===== src/rtl/hv_timing_gen_pkg.sv =====
// Shared definitions for the H/V timing generator: default ATetris geometry and sync offset clamp.
package hv_timing_pkg;

    localparam int ATETRIS_CW       = 9;
    localparam int ATETRIS_H_TOTAL  = 456;
    localparam int ATETRIS_H_ACTIVE = 336;
    localparam int ATETRIS_V_TOTAL  = 262;
    localparam int ATETRIS_V_ACTIVE = 240;

    // Sync start = nominal + step*offs, kept inside [lo, hi] so sync never enters the active area
    // and never runs past the end of the line/frame.
    function automatic int offs_clamp(input int nominal, input int step, input int offs,
                                      input int lo, input int hi);
        int v;
        v = nominal + step * offs;
        if (v < lo) return lo;
        if (v > hi) return hi;
        return v;
    endfunction

endpackage


===== src/rtl/hv_timing_gen_if.sv =====
// Video bus between the timing generator and the game core / video output stage.
interface hv_timing_if
    import hv_timing_pkg::*;
#(
    parameter int CW       = ATETRIS_CW,
    parameter int H_OFFS_W = 5,
    parameter int V_OFFS_W = 3,
    parameter int RGB_W    = 8
);
    logic signed [H_OFFS_W-1:0] HOFFS;
    logic signed [V_OFFS_W-1:0] VOFFS;
    logic        [RGB_W-1:0]    iRGB;
    logic        [CW-1:0]       HPOS;
    logic        [CW-1:0]       VPOS;
    logic        [RGB_W-1:0]    oRGB;
    logic                       HBLK;
    logic                       VBLK;
    logic                       HSYN;
    logic                       VSYN;
    logic                       CSYN;
    logic                       SOF;
    logic                       FIELD;

    modport master (
        input  HOFFS, VOFFS, iRGB,
        output HPOS, VPOS, oRGB, HBLK, VBLK, HSYN, VSYN, CSYN, SOF, FIELD
    );

    modport slave (
        output HOFFS, VOFFS, iRGB,
        input  HPOS, VPOS, oRGB, HBLK, VBLK, HSYN, VSYN, CSYN, SOF, FIELD
    );
endinterface


===== src/rtl/hv_timing_gen_ce_delay.sv =====
// Clock-enable gated shift register; DEPTH=0 is a straight wire. Reset loads FILL into every stage.
module hv_ce_delay #(
    parameter int            W     = 1,
    parameter int            DEPTH = 1,
    parameter logic [W-1:0]  FILL  = '1
) (
    input  logic         clk_sys,
    input  logic         rst,
    input  logic         ce,
    input  logic [W-1:0] d,
    output logic [W-1:0] q
);

    if (DEPTH == 0) begin : g_wire
        assign q = d;
    end else begin : g_sr
        logic [W-1:0] sr [DEPTH];

        always_ff @(posedge clk_sys or posedge rst) begin
            if (rst) begin
                for (int i = 0; i < DEPTH; i++) sr[i] <= FILL;
            end else if (ce) begin
                sr[0] <= d;
                for (int i = 1; i < DEPTH; i++) sr[i] <= sr[i-1];
            end
        end

        assign q = sr[DEPTH-1];
    end

endmodule


===== src/rtl/hv_timing_gen.sv =====
// Parametrised H/V timing generator with frame-latched, clamped sync offsets and pipeline-aligned blank/sync/RGB.
// Optional composite sync: define HV_TIMING_CSYNC_EN, otherwise CSYN is tied high.
module hv_timing_gen
    import hv_timing_pkg::*;
#(
    parameter int CW           = ATETRIS_CW,
    parameter int H_TOTAL      = ATETRIS_H_TOTAL,
    parameter int H_ACTIVE     = ATETRIS_H_ACTIVE,
    parameter int H_SYNC_START = 360,
    parameter int H_SYNC_WIDTH = 24,
    parameter int V_TOTAL      = ATETRIS_V_TOTAL,
    parameter int V_ACTIVE     = ATETRIS_V_ACTIVE,
    parameter int V_SYNC_START = 240,
    parameter int V_SYNC_WIDTH = 3,
    parameter int H_OFFS_W     = 5,
    parameter int V_OFFS_W     = 3,
    parameter int OFFS_STEP    = 2,
    parameter int PIX_LAT      = 1,
    parameter int RGB_W        = 8
) (
    input  logic        clk_sys,
    input  logic        RESET,
    input  logic        ce_pix,
    hv_timing_if.master vid
);

    localparam int SW = CW + 2;

    if (H_SYNC_START + H_SYNC_WIDTH > H_TOTAL) begin : g_err_hsync
        $error("hv_timing_gen: hsync runs past H_TOTAL");
    end
    if (H_TOTAL > (1 << CW) || V_TOTAL > (1 << CW)) begin : g_err_cw
        $error("hv_timing_gen: counters too narrow for H_TOTAL/V_TOTAL");
    end
    if (PIX_LAT < 0) begin : g_err_lat
        $error("hv_timing_gen: PIX_LAT must be non-negative");
    end

    logic [CW-1:0]              hcnt, vcnt;
    logic signed [H_OFFS_W-1:0] hoffs_sh;
    logic signed [V_OFFS_W-1:0] voffs_sh;
    logic                       sof_q, field_q;
    logic [SW-1:0]              hs_start, vs_start, hpos_w, vpos_w;
    logic                       hb_raw, vb_raw, hs_n_raw, vs_n_raw;
    logic [3:0]                 dly_q;
    logic                       d_hb, d_vb, d_hs_n, d_vs_n;
    logic                       hblk_q, vblk_q, hsyn_q, vsyn_q;
    logic [RGB_W-1:0]           orgb_q;

    // Offsets are only sampled on the last pixel of the frame so a frame never mixes two sync positions.
    always_ff @(posedge clk_sys or posedge RESET) begin
        if (RESET) begin
            hcnt     <= '0;
            vcnt     <= '0;
            hoffs_sh <= '0;
            voffs_sh <= '0;
            sof_q    <= 1'b0;
            field_q  <= 1'b0;
        end else begin
            sof_q <= 1'b0;
            if (ce_pix) begin
                if (hcnt == CW'(H_TOTAL - 1)) begin
                    hcnt <= '0;
                    if (vcnt == CW'(V_TOTAL - 1)) begin
                        vcnt     <= '0;
                        hoffs_sh <= vid.HOFFS;
                        voffs_sh <= vid.VOFFS;
                        sof_q    <= 1'b1;
                        field_q  <= ~field_q;
                    end else begin
                        vcnt <= vcnt + CW'(1);
                    end
                end else begin
                    hcnt <= hcnt + CW'(1);
                end
            end
        end
    end

    always_comb begin
        hs_start = SW'(offs_clamp(H_SYNC_START, OFFS_STEP, int'(hoffs_sh),
                                  H_ACTIVE, H_TOTAL - H_SYNC_WIDTH));
        vs_start = SW'(offs_clamp(V_SYNC_START, OFFS_STEP, int'(voffs_sh),
                                  V_ACTIVE, V_TOTAL - V_SYNC_WIDTH));
        hpos_w   = {2'b00, hcnt};
        vpos_w   = {2'b00, vcnt};
        hb_raw   = hcnt >= CW'(H_ACTIVE);
        vb_raw   = vcnt >= CW'(V_ACTIVE);
        hs_n_raw = !((hpos_w >= hs_start) && (hpos_w < hs_start + SW'(H_SYNC_WIDTH)));
        vs_n_raw = !((vpos_w >= vs_start) && (vpos_w < vs_start + SW'(V_SYNC_WIDTH)));
    end

    hv_ce_delay #(
        .W     (4),
        .DEPTH (PIX_LAT),
        .FILL  (4'hF)
    ) u_dly (
        .clk_sys (clk_sys),
        .rst     (RESET),
        .ce      (ce_pix),
        .d       ({hb_raw, vb_raw, hs_n_raw, vs_n_raw}),
        .q       (dly_q)
    );

    assign {d_hb, d_vb, d_hs_n, d_vs_n} = dly_q;

    // iRGB lags HPOS by PIX_LAT, so gating it with the delayed blank keeps pixel and blank aligned.
    always_ff @(posedge clk_sys or posedge RESET) begin
        if (RESET) begin
            hblk_q <= 1'b1;
            vblk_q <= 1'b1;
            hsyn_q <= 1'b1;
            vsyn_q <= 1'b1;
            orgb_q <= '0;
        end else if (ce_pix) begin
            hblk_q <= d_hb;
            vblk_q <= d_vb;
            hsyn_q <= d_hs_n;
            vsyn_q <= d_vs_n;
            orgb_q <= (d_hb || d_vb) ? '0 : vid.iRGB;
        end
    end

`ifdef HV_TIMING_CSYNC_EN
    logic csyn_q;

    // XOR of active-high syncs serrates hsync pulses during vsync.
    always_ff @(posedge clk_sys or posedge RESET) begin
        if (RESET) begin
            csyn_q <= 1'b1;
        end else if (ce_pix) begin
            csyn_q <= ~((~d_hs_n) ^ (~d_vs_n));
        end
    end

    assign vid.CSYN = csyn_q;
`else
    assign vid.CSYN = 1'b1;
`endif

    assign vid.HPOS  = hcnt;
    assign vid.VPOS  = vcnt;
    assign vid.oRGB  = orgb_q;
    assign vid.HBLK  = hblk_q;
    assign vid.VBLK  = vblk_q;
    assign vid.HSYN  = hsyn_q;
    assign vid.VSYN  = vsyn_q;
    assign vid.SOF   = sof_q;
    assign vid.FIELD = field_q;

endmodule


===== src/flat_wrapper.sv =====
// flat-port wrapper written by rule: the top's interface ports become plain ports
module hv_timing_gen_flat import hv_timing_pkg::*;
#(
    parameter int CW           = ATETRIS_CW,
    parameter int H_TOTAL      = ATETRIS_H_TOTAL,
    parameter int H_ACTIVE     = ATETRIS_H_ACTIVE,
    parameter int H_SYNC_START = 360,
    parameter int H_SYNC_WIDTH = 24,
    parameter int V_TOTAL      = ATETRIS_V_TOTAL,
    parameter int V_ACTIVE     = ATETRIS_V_ACTIVE,
    parameter int V_SYNC_START = 240,
    parameter int V_SYNC_WIDTH = 3,
    parameter int H_OFFS_W     = 5,
    parameter int V_OFFS_W     = 3,
    parameter int OFFS_STEP    = 2,
    parameter int PIX_LAT      = 1,
    parameter int RGB_W        = 8
)
  (clk_sys, RESET, ce_pix, vid_HOFFS, vid_VOFFS, vid_iRGB, vid_HPOS, vid_VPOS, vid_oRGB, vid_HBLK, vid_VBLK, vid_HSYN, vid_VSYN, vid_CSYN, vid_SOF, vid_FIELD);
  hv_timing_if #(.CW(CW), .H_OFFS_W(H_OFFS_W), .V_OFFS_W(V_OFFS_W), .RGB_W(RGB_W)) vid_i ();
  input  logic clk_sys;
  input  logic RESET;
  input  logic ce_pix;
  input wire logic [$bits(vid_i.HOFFS)-1:0] vid_HOFFS;
  input wire logic [$bits(vid_i.VOFFS)-1:0] vid_VOFFS;
  input wire logic [$bits(vid_i.iRGB)-1:0] vid_iRGB;
  output wire logic [$bits(vid_i.HPOS)-1:0] vid_HPOS;
  output wire logic [$bits(vid_i.VPOS)-1:0] vid_VPOS;
  output wire logic [$bits(vid_i.oRGB)-1:0] vid_oRGB;
  output wire logic [$bits(vid_i.HBLK)-1:0] vid_HBLK;
  output wire logic [$bits(vid_i.VBLK)-1:0] vid_VBLK;
  output wire logic [$bits(vid_i.HSYN)-1:0] vid_HSYN;
  output wire logic [$bits(vid_i.VSYN)-1:0] vid_VSYN;
  output wire logic [$bits(vid_i.CSYN)-1:0] vid_CSYN;
  output wire logic [$bits(vid_i.SOF)-1:0] vid_SOF;
  output wire logic [$bits(vid_i.FIELD)-1:0] vid_FIELD;
  assign vid_i.HOFFS = vid_HOFFS;
  assign vid_i.VOFFS = vid_VOFFS;
  assign vid_i.iRGB = vid_iRGB;
  assign vid_HPOS = vid_i.HPOS;
  assign vid_VPOS = vid_i.VPOS;
  assign vid_oRGB = vid_i.oRGB;
  assign vid_HBLK = vid_i.HBLK;
  assign vid_VBLK = vid_i.VBLK;
  assign vid_HSYN = vid_i.HSYN;
  assign vid_VSYN = vid_i.VSYN;
  assign vid_CSYN = vid_i.CSYN;
  assign vid_SOF = vid_i.SOF;
  assign vid_FIELD = vid_i.FIELD;
  hv_timing_gen #(.CW(CW), .H_TOTAL(H_TOTAL), .H_ACTIVE(H_ACTIVE), .H_SYNC_START(H_SYNC_START), .H_SYNC_WIDTH(H_SYNC_WIDTH), .V_TOTAL(V_TOTAL), .V_ACTIVE(V_ACTIVE), .V_SYNC_START(V_SYNC_START), .V_SYNC_WIDTH(V_SYNC_WIDTH), .H_OFFS_W(H_OFFS_W), .V_OFFS_W(V_OFFS_W), .OFFS_STEP(OFFS_STEP), .PIX_LAT(PIX_LAT), .RGB_W(RGB_W)) u_core (.clk_sys(clk_sys), .RESET(RESET), .ce_pix(ce_pix), .vid(vid_i));
endmodule

===== config.mk =====
export PLATFORM = sky130hd
export DESIGN_NAME = hv_timing_gen_flat
export DESIGN_NICKNAME = d
export VERILOG_FILES = /design/src/rtl/hv_timing_gen_pkg.sv /design/src/rtl/hv_timing_gen_if.sv /design/src/rtl/hv_timing_gen_ce_delay.sv /design/src/rtl/hv_timing_gen.sv /design/src/flat_wrapper.sv
export SDC_FILE = /design/constraint.sdc
export NUM_CORES = 1
export LEC_CHECK = 0
export ABC_AREA = 1
export BUFFER_PORTS_ARGS = -buffer_cell sky130_fd_sc_hd__buf_2
export CORE_MARGIN = 2
export CORE_UTILIZATION = 57
export CTS_BUF_LIST = sky130_fd_sc_hd__clkbuf_4 sky130_fd_sc_hd__clkbuf_8
export DETAILED_ROUTE_END_ITERATION = 10
export GPL_TIMING_DRIVEN = 1
export HOLD_SLACK_MARGIN = 0.08
export PLACE_DENSITY = 0.81
export SETUP_SLACK_MARGIN = 0.05
export SLEW_MARGIN = 40
export SYNTH_ARGS = -nofsm -noshare
export SYNTH_HDL_FRONTEND = slang
export SYNTH_SLANG_ARGS = --single-unit

===== constraint.sdc =====
create_clock -name clk_sys -period 2.5 [get_ports clk_sys]
set_input_delay 0.375 -clock clk_sys [delete_from_list [all_inputs] [get_ports clk_sys]]
set_output_delay 0.375 -clock clk_sys [all_outputs]
set_load 0.02 [all_outputs]

; Word-level counts from Yosys, hierarchy flattened
; Index checks and enable logic that the tools add are counted.
[classes]
n_addsub = 6
multipliers = 0
n_div = 0
magnitude_cmp = 10
eq_ne = 2
shifts = 0
n_mux = 20
n_bitwise = 1
reduce_logical = 7
[op_table]
columns = operator, count
row1 = 2-to-1 mux 9 bit, 5
row2 = 2-to-1 mux 11 bit, 4
row3 = greater-or-equal comparator 9 x 11 -> 1 bit, 2
row4 = < comparator 9 x 11 -> 1 bit, 2
row5 = adder 9 x 1 -> 9 bit (second input constant), 2
row6 = == test 9 bit (second input constant), 2
row7 = 2-to-1 mux 8 bit, 2
row8 = adder 10 x 6 -> 11 bit (first input constant), 1
row9 = adder 11 x 2 -> 11 bit (second input constant), 1
row10 = adder 11 x 5 -> 11 bit (second input constant), 1
row11 = > comparator 11 x 10 -> 1 bit (second input constant), 1
row12 = < comparator 11 x 10 -> 1 bit (second input constant), 1
row13 = adder 9 x 4 -> 10 bit (first input constant), 1
row14 = > comparator 10 bit (second input constant), 1
row15 = < comparator 10 x 9 -> 1 bit (second input constant), 1
row16 = greater-or-equal comparator 9 x 8 -> 1 bit (second input constant), 1
row17 = greater-or-equal comparator 9 bit (second input constant), 1
row18 = 2-to-1 mux 1 bit, 9
row19 = AND reduction 3 bit, 1
row20 = logical AND 1 bit, 2
row21 = logical NOT 1 bit, 2
row22 = AND reduction 2 bit, 1
row23 = logical OR 1 bit, 1
row24 = NOT 1 bit, 1
[word_totals]
register_bits = 44
latch_bits = 0
mem_bits_rw = 0
rom_bits = 0
in_bits = 19
output_inout_bits = 33
elab_cells = 58
memories = 0

; Depth between registers and ports, before layout
; Gate-level depths: netlist (run 1).
[depth]
depth_word = 10
ltp_mapped = 23
ltp_nobuf = 23

; By module
; A second synthesis (run 1) with hierarchy kept.
[unflattened]
hier_cells = 343
hier_area_um2 = 2722.6
[modules_own_cells]
columns = module, instances, cells_per_inst, area_per_inst_um2, seq_area_each_um2
row1 = hv_timing_gen, 1, 325, 2565.0, 1006.0
row2 = hv_ce_delay, 1, 18, 157.7, 105.1

; Least setup slack after synthesis (run 1)
; OpenSTA, ideal clock, no wires.
[synth_path]
kind = reg-to-reg
start = register u_core.hoffs_sh[2]
end = register u_core.u_dly.g_sr.sr, in the netlist u_core.u_dly.q[1]
setup_time_ns = 0.058
arrival_time_ns = 2.208
required_time_ns = 2.442
slack_ns = 0.234
stages_incl_launch_ff = 20
path_buffers = 0
period_less_slack_ns = 2.266
cell_sequence = dfrtp_1 ha_1 ha_1 inv_1 nand2_1 nand2_1 nand2_1 nand2_1 nor2_1 a21oi_1 ha_1 nand2_1 nand3b_1 nand2_1 nand2_1 nand2_1 nand2_1 nand3_1 nand2_1 inv_1
[synth_via]
elab_chain_cells = 10
elab_cells_between_ends = 15
classes_between = add/sub (2) / order compare (4) / mux (7) / reduce/logical (2)
[synth_rtl]
columns = element, line_no
row1 = "start, declared", hv_timing_gen.sv:40  ; logic signed [H_OFFS_W-1:0] hoffs_sh;
row2 = "start signal, assigned", hv_timing_gen.sv:66  ; hoffs_sh <= vid.HOFFS;
row3 = adder 10 x 6 -> 11 bit (*), hv_timing_gen_pkg.sv:15  ; v = nominal + step * offs;
row4 = > comparator 11 x 10 -> 1 bit or < comparator 11 x 10 -> 1 bit (tied branches), "hv_timing_gen_pkg.sv:17, hv_timing_gen_pkg.sv:16"
row5 = 2-to-1 mux 1 bit or 2-to-1 mux 9 bit (tied branches), "hv_timing_gen_pkg.sv:17, hv_timing_gen_pkg.sv:16"
row6 = 2-to-1 mux 1 bit or 2-to-1 mux 9 bit (tied branches), hv_timing_gen_pkg.sv:17  ; if (v > hi) return hi;
row7 = 2-to-1 mux 11 bit, hv_timing_gen_pkg.sv:18  ; return v;
row8 = 2-to-1 mux 11 bit (*), hv_timing_gen_pkg.sv:17
row9 = adder 11 x 5 -> 11 bit, hv_timing_gen.sv:89  ; hs_n_raw = !((hpos_w >= hs_start) && (hpos_w < hs_start + SW'(H_SYNC_WIDTH)));
row10 = < comparator 9 x 11 -> 1 bit, hv_timing_gen.sv:89
row11 = logical AND 1 bit (*), hv_timing_gen.sv:89
row12 = logical NOT 1 bit (*), hv_timing_gen.sv:89
row13 = "end, declared", hv_timing_gen_ce_delay.sv:17  ; logic [W-1:0] sr [DEPTH];
; Mark *: on every way between the ends. The rest lies on a longest branch, timed or not. The select of a mux whose other input is x is not followed.
; A chain may end at the register's enable or synchronous reset.

; Worst setup path after layout (run 1)
[layout_path]
start = register u_core.hoffs_sh[3]
end = register u_core.u_dly.g_sr.sr, in the netlist u_core.u_dly.q[1]
; The elaborated chain is that of the path after synthesis.

==> flow_metrics.tcl, run 1 <==
set metrics [dict create \
    status "finished, final reports clean" \
    htreeDepth 2 \
    placed_cell_area_um2 2860 \
    hold_viol 0 \
    grt_overflow 0 \
    finalCritPeriodShare_pct 96.9 \
    synth_nets 345 \
    grt_pass1_vias 2110 \
    drive_above_1_share_pct 25.9 \
    fillers 350 \
    syn_to_final_growth_pct 18.6 \
    start_util_pct 58.9 \
    globalplace.congestion 0.891 \
    ios 52 \
    skew_ns 0.00384 \
    syn-mean-instance-area_um2 8.54 \
    ys_seq_area_share_pct 43.4 \
    dr.max_layer_used "met4" \
    ant_nets 0 \
    yosysUniqueCellTypes 35 \
    max_clock_freq_ghz 0.413 \
    track_usage_pct 21.9 \
    dr_wl_met2_um 2460 \
    cp-start-kind "flip-flop" \
    setup-violations-final 0 \
    p_per_area_nw_per_um2 715 \
    diodes 0 \
    crit_type "reg2reg" \
    clk_pin_slew_ns 0.08 \
    synth_flop_cell "dfrtp_1" \
    synth.area.mux_share_pct 0 \
    core_um2 4350 \
    drt-pass1-iter-count 4 \
    dp_hpwl_um 3920 \
    synth_area_um2 2560 \
    synth_top_family_by_area "simple AND/OR/NAND/NOR gates" \
    yosysMostFrequentCell "nand2_1" \
    post_drt_wl_per_cell_um 12.8 \
    hp-class "in2reg" \
    vias_per_cell 5.38 \
    yosysTopAreaCell "dfrtp_1" \
    drv_cap 0 \
    max_stage_delay_ns 0.43 \
    first_iter_violations 160 \
    yosysWarningCount 0 \
    rows 24 \
    period_needed_ns 2.42 \
    antenna_found_initial 0 \
    worstPathArrival_ns 2.66 \
    postSynthCellCount 300 \
    dieArea_um2 5050 \
    detail_route.wirelength_um 5260 \
    cts_tree "built" \
    vdd_ir_drop_max_uv 426 \
    critical_path.most_common_cell "nand2_1" \
    synthAdderAreaFrac_pct 12.7 \
    wl_met1_um 2410 \
    nets 403 \
    wl_met3_um 341 \
    path_max_fanout 5 \
    drc 0 \
    synthTopCellsByArea "dfrtp_1, ha_1, nand2_1, dfstp_2, inv_1" \
    cts_buffer_depth 2 \
    path_cells "ha_4, ha_4, inv_2, nand2_1, nand2_1, nand2_1, nand2_1, nor2_2, a21oi_2, ha_1, nand2_1, nand3b_1, nand2_1, nand2_1, nand2_1, nand2_1, nand3_1, nand2_1, inv_1" \
    yosys.area_share.simple_pct 22.4 \
    clock_latency_ns 0.29 \
    grt_max_degree 31 \
    relSlewSlack_pct 65.1 \
    leakagePower_nw 1.60 \
    synth-edff-count 0 \
    num_vias 2211 \
    yosysTopAreaCellShare_pct 35.2 \
    portBuffers 50 \
    ys_ff_latch 44 \
    rsz0062_at_grt "true" \
    fin_setup_tns_ns 0 \
    worst_pin_slew_ns 0.521 \
    synthArstFlopShare_pct 100 \
    synth_xor_area_share_pct 2.73 \
    synth_compound_area_share_pct 10.4 \
    crit_slowest_cell "dfrtp_1" \
    cts_made_buffers 5 \
    cts_sinks 44 \
    die_x_um 71.1 \
    synth_commonest_cells "nand2_1, inv_1, dfrtp_1" \
    post-route-cell-area_um2 3040 \
    dieHeight_um 71.1 \
    finalMaxSlewViolations 0 \
    critPathCaptureType "flip-flop" \
    cts_root_buf "clkbuf_8" \
    cp.required_ns 2.74 \
    grt_pass1_wl_um 8960 \
]
flip-flops by register name, summed over array words and instances, names as in the netlist:
signal,flops
u_core.voffs_sh,3
u_core.hoffs_sh,5
u_core.vid.FIELD,1
u_core.vid.HSYN,1
u_core.vid.VBLK,1
u_core.vid.SOF,1
u_core.vid.VSYN,1
u_core.vid.HPOS,9
u_core.u_dly.q,4
u_core.vid.VPOS,9
u_core.vid.oRGB,8
u_core.vid.HBLK,1
worst max-delay path, delay by kind of cell, from the launching register on:
kind | cells | cell delay [ns]
compound gates | 1 | 0.07
fa+ha+maj | 3 | 0.73
buf+inv | 2 | 0.09
flops | 1 | 0.43
simple gates | 13 | 1.05
where the power goes:
| part | internal, mW | switching [mW] |
|---|---|---|
| combinational | 0.277 | 0.458 |
| clock | 0.206 | 0.235 |
| sequential | 0.849 | 0.147 |
| total | 1.33 | 0.840 |
final cells by class:
type                       instances  area, um^2  share of cell area (%)
inverter                          45         169                    5.56
tap                               52        65.1                    2.14
sequential                        44        1110                    36.6
multi-input combinational        206        1310                    43.0
clock buffer                       6        76.3                    2.51
clock inverter                     2        12.5                   0.412
timing repair buffer              56         298                    9.80
cells by family (layout without fill, tap and decap cells):
group / after synthesis / after routing
buf+inv: 50 / 109
simple gates: 128 / 128
compound gates: 42 / 42
xor+xnor: 8 / 8
other cells: 2 / 2
flops: 44 / 44
fa+ha+maj: 26 / 26
metrics by stage:
step / setup WS [ns] / total power [mW] / std cells / hold WS (ns) / util [%]
6_report: 0.0768 / 2.17 / 411 / 0.285 / 69.8
5_1_grt: -0.135 / 2.33 / 411 / 0.287 / 69.8
4_1_cts: 0.0622 / 2.18 / 409 / 0.279 / 68.1
3_5_place_dp: 0.0702 / 1.73 / 400 / 0.366 / 65.7
3_3_place_gp: 0.127 / 1.70 / 400 / 0.363 / 65.7
2_1_floorplan: 0.234 / 1.49 / 300 / 0.442 / -
cell usage in the layout (no fill, tap or decap), drive strengths merged, types with 6 or more instances in the layout:
master,instances
inv,42
nand2,72
xor2,7
o21ai,17
clkbuf,6
dfrtp,36
nand3,10
nor3,10
a32o,8
ha,26
buf,55
a21oi,10
dfstp,8
nor2,27
per-layer routing:
metal	up-vias	GRT usage [%]
met2	85	36.3
li1	1097	-
met4	0	6.50
met3	9	4.56
met1	1020	29.0
met5	-	0
worst paths after layout:
| kind | cells after the start | start | slack (ns) | end |
|---|---|---|---|---|
| worst max-delay path | 19 | u_core.hoffs_sh[3] | 0.08 | u_core.u_dly.q[1] |
| worst min-delay path | 3 | vid_VOFFS[0] | 0.28 | u_core.voffs_sh[0] |
| worst max register to register | 19 | u_core.hoffs_sh[3] | 0.08 | u_core.u_dly.q[1] |
| worst min register to register | 2 | u_core.vid.VSYN | 0.46 | u_core.vid.VSYN |
| max in group asynchronous | 4 | RESET | 1.15 | u_core.u_dly.q[1] |
| min in group asynchronous | 3 | RESET | 0.59 | u_core.vid.VPOS[5] |
timing repair:
item | in CTS | in global routing
buffers inserted | 0 | 2
pin swaps | 0 | 11
resized for setup | 1 | 9
hold buffers | 1 | 0
endpoints found under the hold margin | 14 | 0
setup endpoints to repair | 1 | 1
Note: power is estimated with default switching activity, not from simulation.
==> run 2: changes to the inputs <==
Settings changed: CORE_UTILIZATION 57 to 55, PLACE_DENSITY 0.81 to 0.78, SYNTH_HIERARCHICAL from default to 1.
==> run 2 against run 1 <==
  * Worst hold slack lost 0.17 ns
  * Via count grew 9.8%
  * Combinational power shrank 27%
  * Synthesized area grew 6.2%
  * Critical endpoint is now u_core/u_dly/q[1]
  * The flow now finishes with violations (setup timing)
  * Highest routed layer unchanged
  * Cell count grew 14%
  * Die area grew 9.5%
  * Synthesized cell count grew 14%
  * Critical path depth grew 3
  * Clock skew grew 0.0079 ns
  * Critical path type unchanged
==> flow_metrics.tcl, run 2 <==
set metrics [dict create \
    syn_to_final_growth_pct 20.1 \
    ios 52 \
    vdd_ir_drop_max_uv 329 \
    setup-violations-final 1 \
    ant_nets 0 \
    yosysTopAreaCell "dfrtp_1" \
    portBuffers 50 \
    cts_buffer_depth 2 \
    dieArea_um2 5530 \
    hp-class "in2async" \
    track_usage_pct 22.7 \
    grt_busiest_layer "met2" \
    critPathCaptureType "flip-flop" \
    diodes 0 \
    crit_type "reg2reg" \
    ctsHoldBuffers 0 \
    die_x_um 74.4 \
    post-route-cell-area_um2 3270 \
    synth-edff-count 0 \
    status "finished with violations" \
    failed_checks "setup timing" \
    htreeDepth 2 \
    cts_sinks 44 \
    fin_ws_ns -0.117 \
    first_iter_violations 202 \
    drc 0 \
    skew_ns 0.0117 \
    grt_pass1_vias 2222 \
    cp.required_ns 2.75 \
    globalplace.congestion 0.873 \
    yosysTopAreaCellShare_pct 33.1 \
    final_common_cell "nand2_1" \
    leakagePower_nw 1.73 \
    dieHeight_um 74.4 \
    postSynthCellCount 343 \
    worst_pin_slew_ns 0.638 \
    dp_hpwl_um 4260 \
    met1_usage_pct 29.7 \
    ys_seq_area_share_pct 40.8 \
    core_um2 4750 \
    post_drt_wl_per_cell_um 12.3 \
    placed_cell_area_um2 3110 \
    synthArstFlopShare_pct 100 \
    finalMaxSlewViolations 0 \
    fin_total_pwr_mw 2.03 \
    yosysMostFrequentCell "nand2_1" \
    synth_commonest_cells "nand2_1, inv_1, dfrtp_1" \
    num_vias 2427 \
    cts_tree "built" \
    rows 25 \
    synth_flop_cell "dfrtp_1" \
    grt_pass1_wl_um 9790 \
    cts_root_buf "clkbuf_8" \
    clock_latency_ns 0.30 \
    grt_max_degree 29 \
    cp-start-kind "flip-flop" \
    start_util_pct 57.3 \
    period_needed_ns 2.62 \
    antenna_found_initial 0 \
    synth_area_um2 2720 \
    grt_overflow 0 \
    cts_made_buffers 5 \
    yosysWarningCount 6 \
    max_clock_freq_ghz 0.382 \
    p_per_area_nw_per_um2 620 \
    holdWs_ns 0.114 \
    use_met3_pct 3.93 \
    synthTopCellsByArea "dfrtp_1, nand2_1, ha_1, dfstp_2, inv_1" \
    relSlewSlack_pct 56.4 \
    syn-mean-instance-area_um2 7.94 \
    synth_nets 389 \
    detail_route.wirelength_um 5800 \
    nets 448 \
    ys_ff_latch 44 \
    drv_cap 0 \
    drt-pass1-iter-count 5 \
    finalCritPeriodShare_pct 105 \
    grt_util_met2_pct 37.8 \
    path_max_fanout 4 \
    final_cell_mix "nand2_1, buf_2, inv_1" \
    post_cts_buffers 0 \
    clk_pin_slew_ns 0.09 \
    hold_viol 0 \
    rsz0062_at_grt "true" \
    yosysUniqueCellTypes 38 \
    drive_above_1_share_pct 24.8 \
    vias_per_cell 5.16 \
    worstPathArrival_ns 2.86 \
]
[run 2: changes by cell type in the layout (fill, tap and decap cells not counted), sizes merged, moves of 6 or more]
cell   previous run  this run
nand2            72       100
inv              42        52
nand3            10        19
o21ai            17        25
a32o              8         1
nor2             27        21
[run 2: through the flow]
step | instances | worst slack (ns) | utilization [%] | setup TNS [ns]
after floorplan | 343 | -0.0135 | - | -0.0135
final | 470 | -0.117 | 68.8 | -0.117
after global placement | 462 | -0.0352 | 65.4 | -0.0352
after global routing | 470 | -0.311 | 68.8 | -0.311
after detailed placement | 462 | -0.137 | 65.4 | -0.137
after CTS | 470 | -0.163 | 67.9 | -0.163
[run 2: power by group]
part	internal (mW)	switching, mW
clock	0.301	0.260
sequential	0.791	0.136
combinational	0.199	0.342
[run 2: cell type report]
| class | count | area (um^2) |
|---|---|---|
| Fill cell | 427 | 1490 |
| Multi-Input combinational cell | 241 | 1440 |
| Inverter | 53 | 204 |
| Tap cell | 67 | 83.8 |
| Sequential cell | 44 | 1110 |
| Clock buffer | 5 | 68.8 |
| Timing Repair Buffer | 57 | 315 |
| Clock inverter | 3 | 46.3 |
[run 2: worst max-delay path: stages, from the launching register on]
cell and delay [ns]:
dfrtp_1 0.39, ha_2 0.21, ha_4 0.22, or2_4 0.26, nand2_4 0.08, nand2_4 0.07, nand4_1 0.14, nand2_2 0.08
nand2_2 0.07, nand2_2 0.06, ha_4 0.27, nand2_2 0.05, nor2_1 0.09, nand2_1 0.06, nand3_1 0.10, nand2_1 0.05
nand2_1 0.05, nand2_1 0.04, nand2_1 0.06, nand2_1 0.05, nand2_1 0.05, nand2_1 0.05, nand2_1 0.07
[run 2: per-layer routing]
metal / routed length [um] / share of wire (%) / up-vias
met3: 268 / 4.6 / 15
li1: - / - / 1221
met1: 2490 / 43 / 1120
met5: 0 / 0 / -
met4: 148 / 2.6 / 0
met2: 2890 / 50 / 71
[run 2: cell families (layout without fill, tap and decap cells)]
group	after synthesis	count (layout)	synth area share [%]
simple gates	164	164	26.8
buf+inv	58	118	8.92
flops	44	44	40.8
compound gates	41	41	8.36
fa+ha+maj	27	27	12.4
xor+xnor	8	8	2.57
other cells	1	1	0.138
[run 2: final timing paths]
kind | startpoint | endpoint | slack (ns) | cells past startpoint
max | u_core/hoffs_sh[2] | u_core/u_dly/q[1] | -0.12 | 22
min reg2reg | u_core/vid.VSYN | u_core/vid.VSYN | 0.47 | 2
max reg2reg | u_core/hoffs_sh[2] | u_core/u_dly/q[1] | -0.12 | 22
min | RESET | u_core/vid.HPOS[4] | 0.11 | 2
max in group asynchronous | RESET | u_core/vid.VSYN | 1.79 | 3
min in group clk_sys | vid_VOFFS[0] | u_core/voffs_sh[0] | 0.27 | 3
[run 2: what timing repair did]
| action | in CTS | in global routing |
|---|---|---|
| setup endpoints to repair | 1 | 1 |
| pin swaps | 4 | 8 |
| gates resized for setup | 1 | 10 |
| hold endpoints to repair | 0 | 0 |
| cloned | 0 | 0 |
==> run 3: changes to the inputs <==
Settings changed: CORE_ASPECT_RATIO from default to 0.75.
==> run 3 against run 2 <==
  * The flow still finishes with violations (setup timing)
  * Count of clock-buffer cells in the layout unchanged
  * Cell count decreased by 0.64%
  * Sequential power shrank 0.6%
  * Worst hold slack hardly changed
  * Clock skew shrank 0.0017 ns
  * Die area grew 0.11%
  * Maximum frequency hardly changed
  * Clock power fell by 1%
  * Power fell by 1.7%
  * Critical path type unchanged
  * Critical endpoint unchanged
==> flow_metrics.tcl, run 3 (synthesized netlist as in run 2, its figures left out) <==
set metrics [dict create \
    final_common_cell "nand2_1" \
    p_sw_share_pct 35.8 \
    ant_nets 0 \
    max_clock_freq_ghz 0.382 \
    cp.required_ns 2.73 \
    fin_ws_ns -0.119 \
    crit_type "reg2reg" \
    clock_latency_ns 0.30 \
    fillers 410 \
    cts_tree "built" \
    path_max_fanout 4 \
    rows 22 \
    p_clk_share_pct 27.8 \
    cts_buffer_depth 2 \
    holdWs_ns 0.114 \
    portBuffers 50 \
    htreeDepth 2 \
    drive_above_1_share_pct 23.6 \
    multi_input_area_um2 1420 \
    grt_pass1_wl_um 10200 \
    dieHeight_um 64.9 \
    finalCritPeriodShare_pct 105 \
    final_cell_mix "nand2_1, buf_2, inv_1" \
    drc 0 \
    grt_max_degree 22 \
    cts_sinks 44 \
    grt_overflow 0 \
    failed_checks "setup timing" \
    ctsHoldBuffers 0 \
    ios 52 \
    vdd_ir_drop_max_uv 368 \
    p_per_area_nw_per_um2 613 \
    num_vias 2393 \
    p_sw_mw 0.714 \
    drt-pass1-iter-count 4 \
    fin_total_pwr_mw 1.99 \
    globalplace.congestion 0.858 \
    detail_route.wirelength_um 5840 \
    diodes 0 \
    vias_per_cell 5.12 \
    start_util_pct 56.5 \
    hp-class "in2async" \
    relSlewSlack_pct 63.7 \
    antenna_found_initial 0 \
    worst_pin_slew_ns 0.542 \
    regToRegSetupSlack_ns -0.12 \
    post_drt_wl_per_cell_um 12.5 \
    nets 452 \
    power_frac_seq_pct 46.2 \
    first_iter_violations 142 \
    status "finished with violations" \
    rsz0062_at_grt "true" \
    seq_area_um2 1110 \
    setup-violations-final 1 \
    period_needed_ns 2.62 \
    track_usage_pct 23.2 \
    hold_viol 0 \
    clk_pin_slew_ns 0.09 \
    worstPathArrival_ns 2.85 \
    syn_to_final_growth_pct 19.6 \
    combPwrFrac_pct 26.0 \
    core_um2 4820 \
    skew_ns 0.00997 \
    critPathCaptureType "flip-flop" \
    dp_hpwl_um 4310 \
    cp-start-kind "flip-flop" \
    cts_root_buf "clkbuf_8" \
    dieArea_um2 5530 \
    drv_cap 0 \
    grt_pass1_vias 2315 \
    leakagePower_nw 1.75 \
    cts_made_buffers 5 \
    die_x_um 85.2 \
    p_int_mw 1.28 \
    finalMaxSlewViolations 0 \
]
## run 3: cell count changes in the layout (fill, tap and decap cells not counted), sizes merged
| cell | change |
|---|---|
| buf | +4 |
## run 3: layer usage
metal  share of wire, %  wire [um]  global-route usage, %  vias to the layer above
li1                   -          -                      -                     1222
met1                 51       2990                   33.2                     1088
met2                 42       2450                   35.0                       74
met3                5.4        318                   4.84                        9
met4                1.3         77                   7.94                        0
met5                  0          0                      0                        -
## run 3: layout make-up
class | instances | area share (%)
multi-input cells | 241 | 43.5
repair buffers | 61 | 10.2
inverters | 53 | 6.26
clock buffers | 5 | 2.11
clock inverters | 3 | 1.42
flip-flops and latches | 44 | 34.1
well taps | 60 | 2.31
## run 3: worst paths after layout
path | start | to | depth (start not counted)
setup / recovery | u_core/hoffs_sh[2] | u_core/u_dly/q[1] | 22
max in group asynchronous | RESET | u_core/vid.HSYN | 3
min in group clk_sys | vid_VOFFS[0] | u_core/voffs_sh[0] | 3
hold / removal | RESET | u_core/vid.oRGB[3] | 3
setup reg to reg | u_core/hoffs_sh[2] | u_core/u_dly/q[1] | 22
hold reg to reg | u_core/u_dly/q[0] | u_core/vid.VSYN | 2
## run 3: timing repair
item	4_1_cts	5_1_grt
pin swaps	6	4
gates resized for setup	1	3
buffers inserted	3	1
endpoints found under the setup margin	1	1
hold endpoints to repair	0	0
## run 3: worst max-delay path, cell delays in order (launching register included)
cell and delay [ns]:
dfrtp_1 0.42, ha_4 0.18, ha_4 0.21, or2_4 0.26
nand2_4 0.07, nand2_4 0.06, nand4_1 0.15, nand2_1 0.09
nand2_1 0.06, nand2_1 0.05, ha_1 0.28, nand2_1 0.08
inv_1 0.05, a21oi_2 0.10, nand3_1 0.08, nand2_1 0.07
nand2_1 0.05, nand2_1 0.05, nand2_1 0.04, nand2_1 0.05
nand2_1 0.05, nand2_1 0.05, nand2_1 0.05
## run 3: metrics by stage
| stage | setup slack (ns) | cell area [um^2] | utilization [%] | TNS [ns] | cells |
|---|---|---|---|---|---|
| after CTS | -0.107 | 3230 | 67.1 | -0.107 | 466 |
| after floorplan | -0.0135 | 2750 | - | -0.0135 | 343 |
| after detailed placement | -0.110 | 3090 | 64.1 | -0.110 | 455 |
| final | -0.119 | 3260 | 67.6 | -0.119 | 467 |
| after global routing | -0.370 | 3260 | 67.6 | -0.370 | 467 |
| after global placement | -0.0469 | 3090 | 64.1 | -0.0469 | 455 |
## run 3: power groups by stage
| stage | Clock [mW] | Sequential (mW) | Combinational, mW |
|---|---|---|---|
| floorplan | 0 | 0.990 | 0.273 |
| global placement | 0 | 0.927 | 0.495 |
| detailed placement | 0 | 0.935 | 0.511 |
| CTS | 0.569 | 0.922 | 0.513 |
| global route | 0.593 | 0.942 | 0.598 |
| finish | 0.554 | 0.921 | 0.519 |
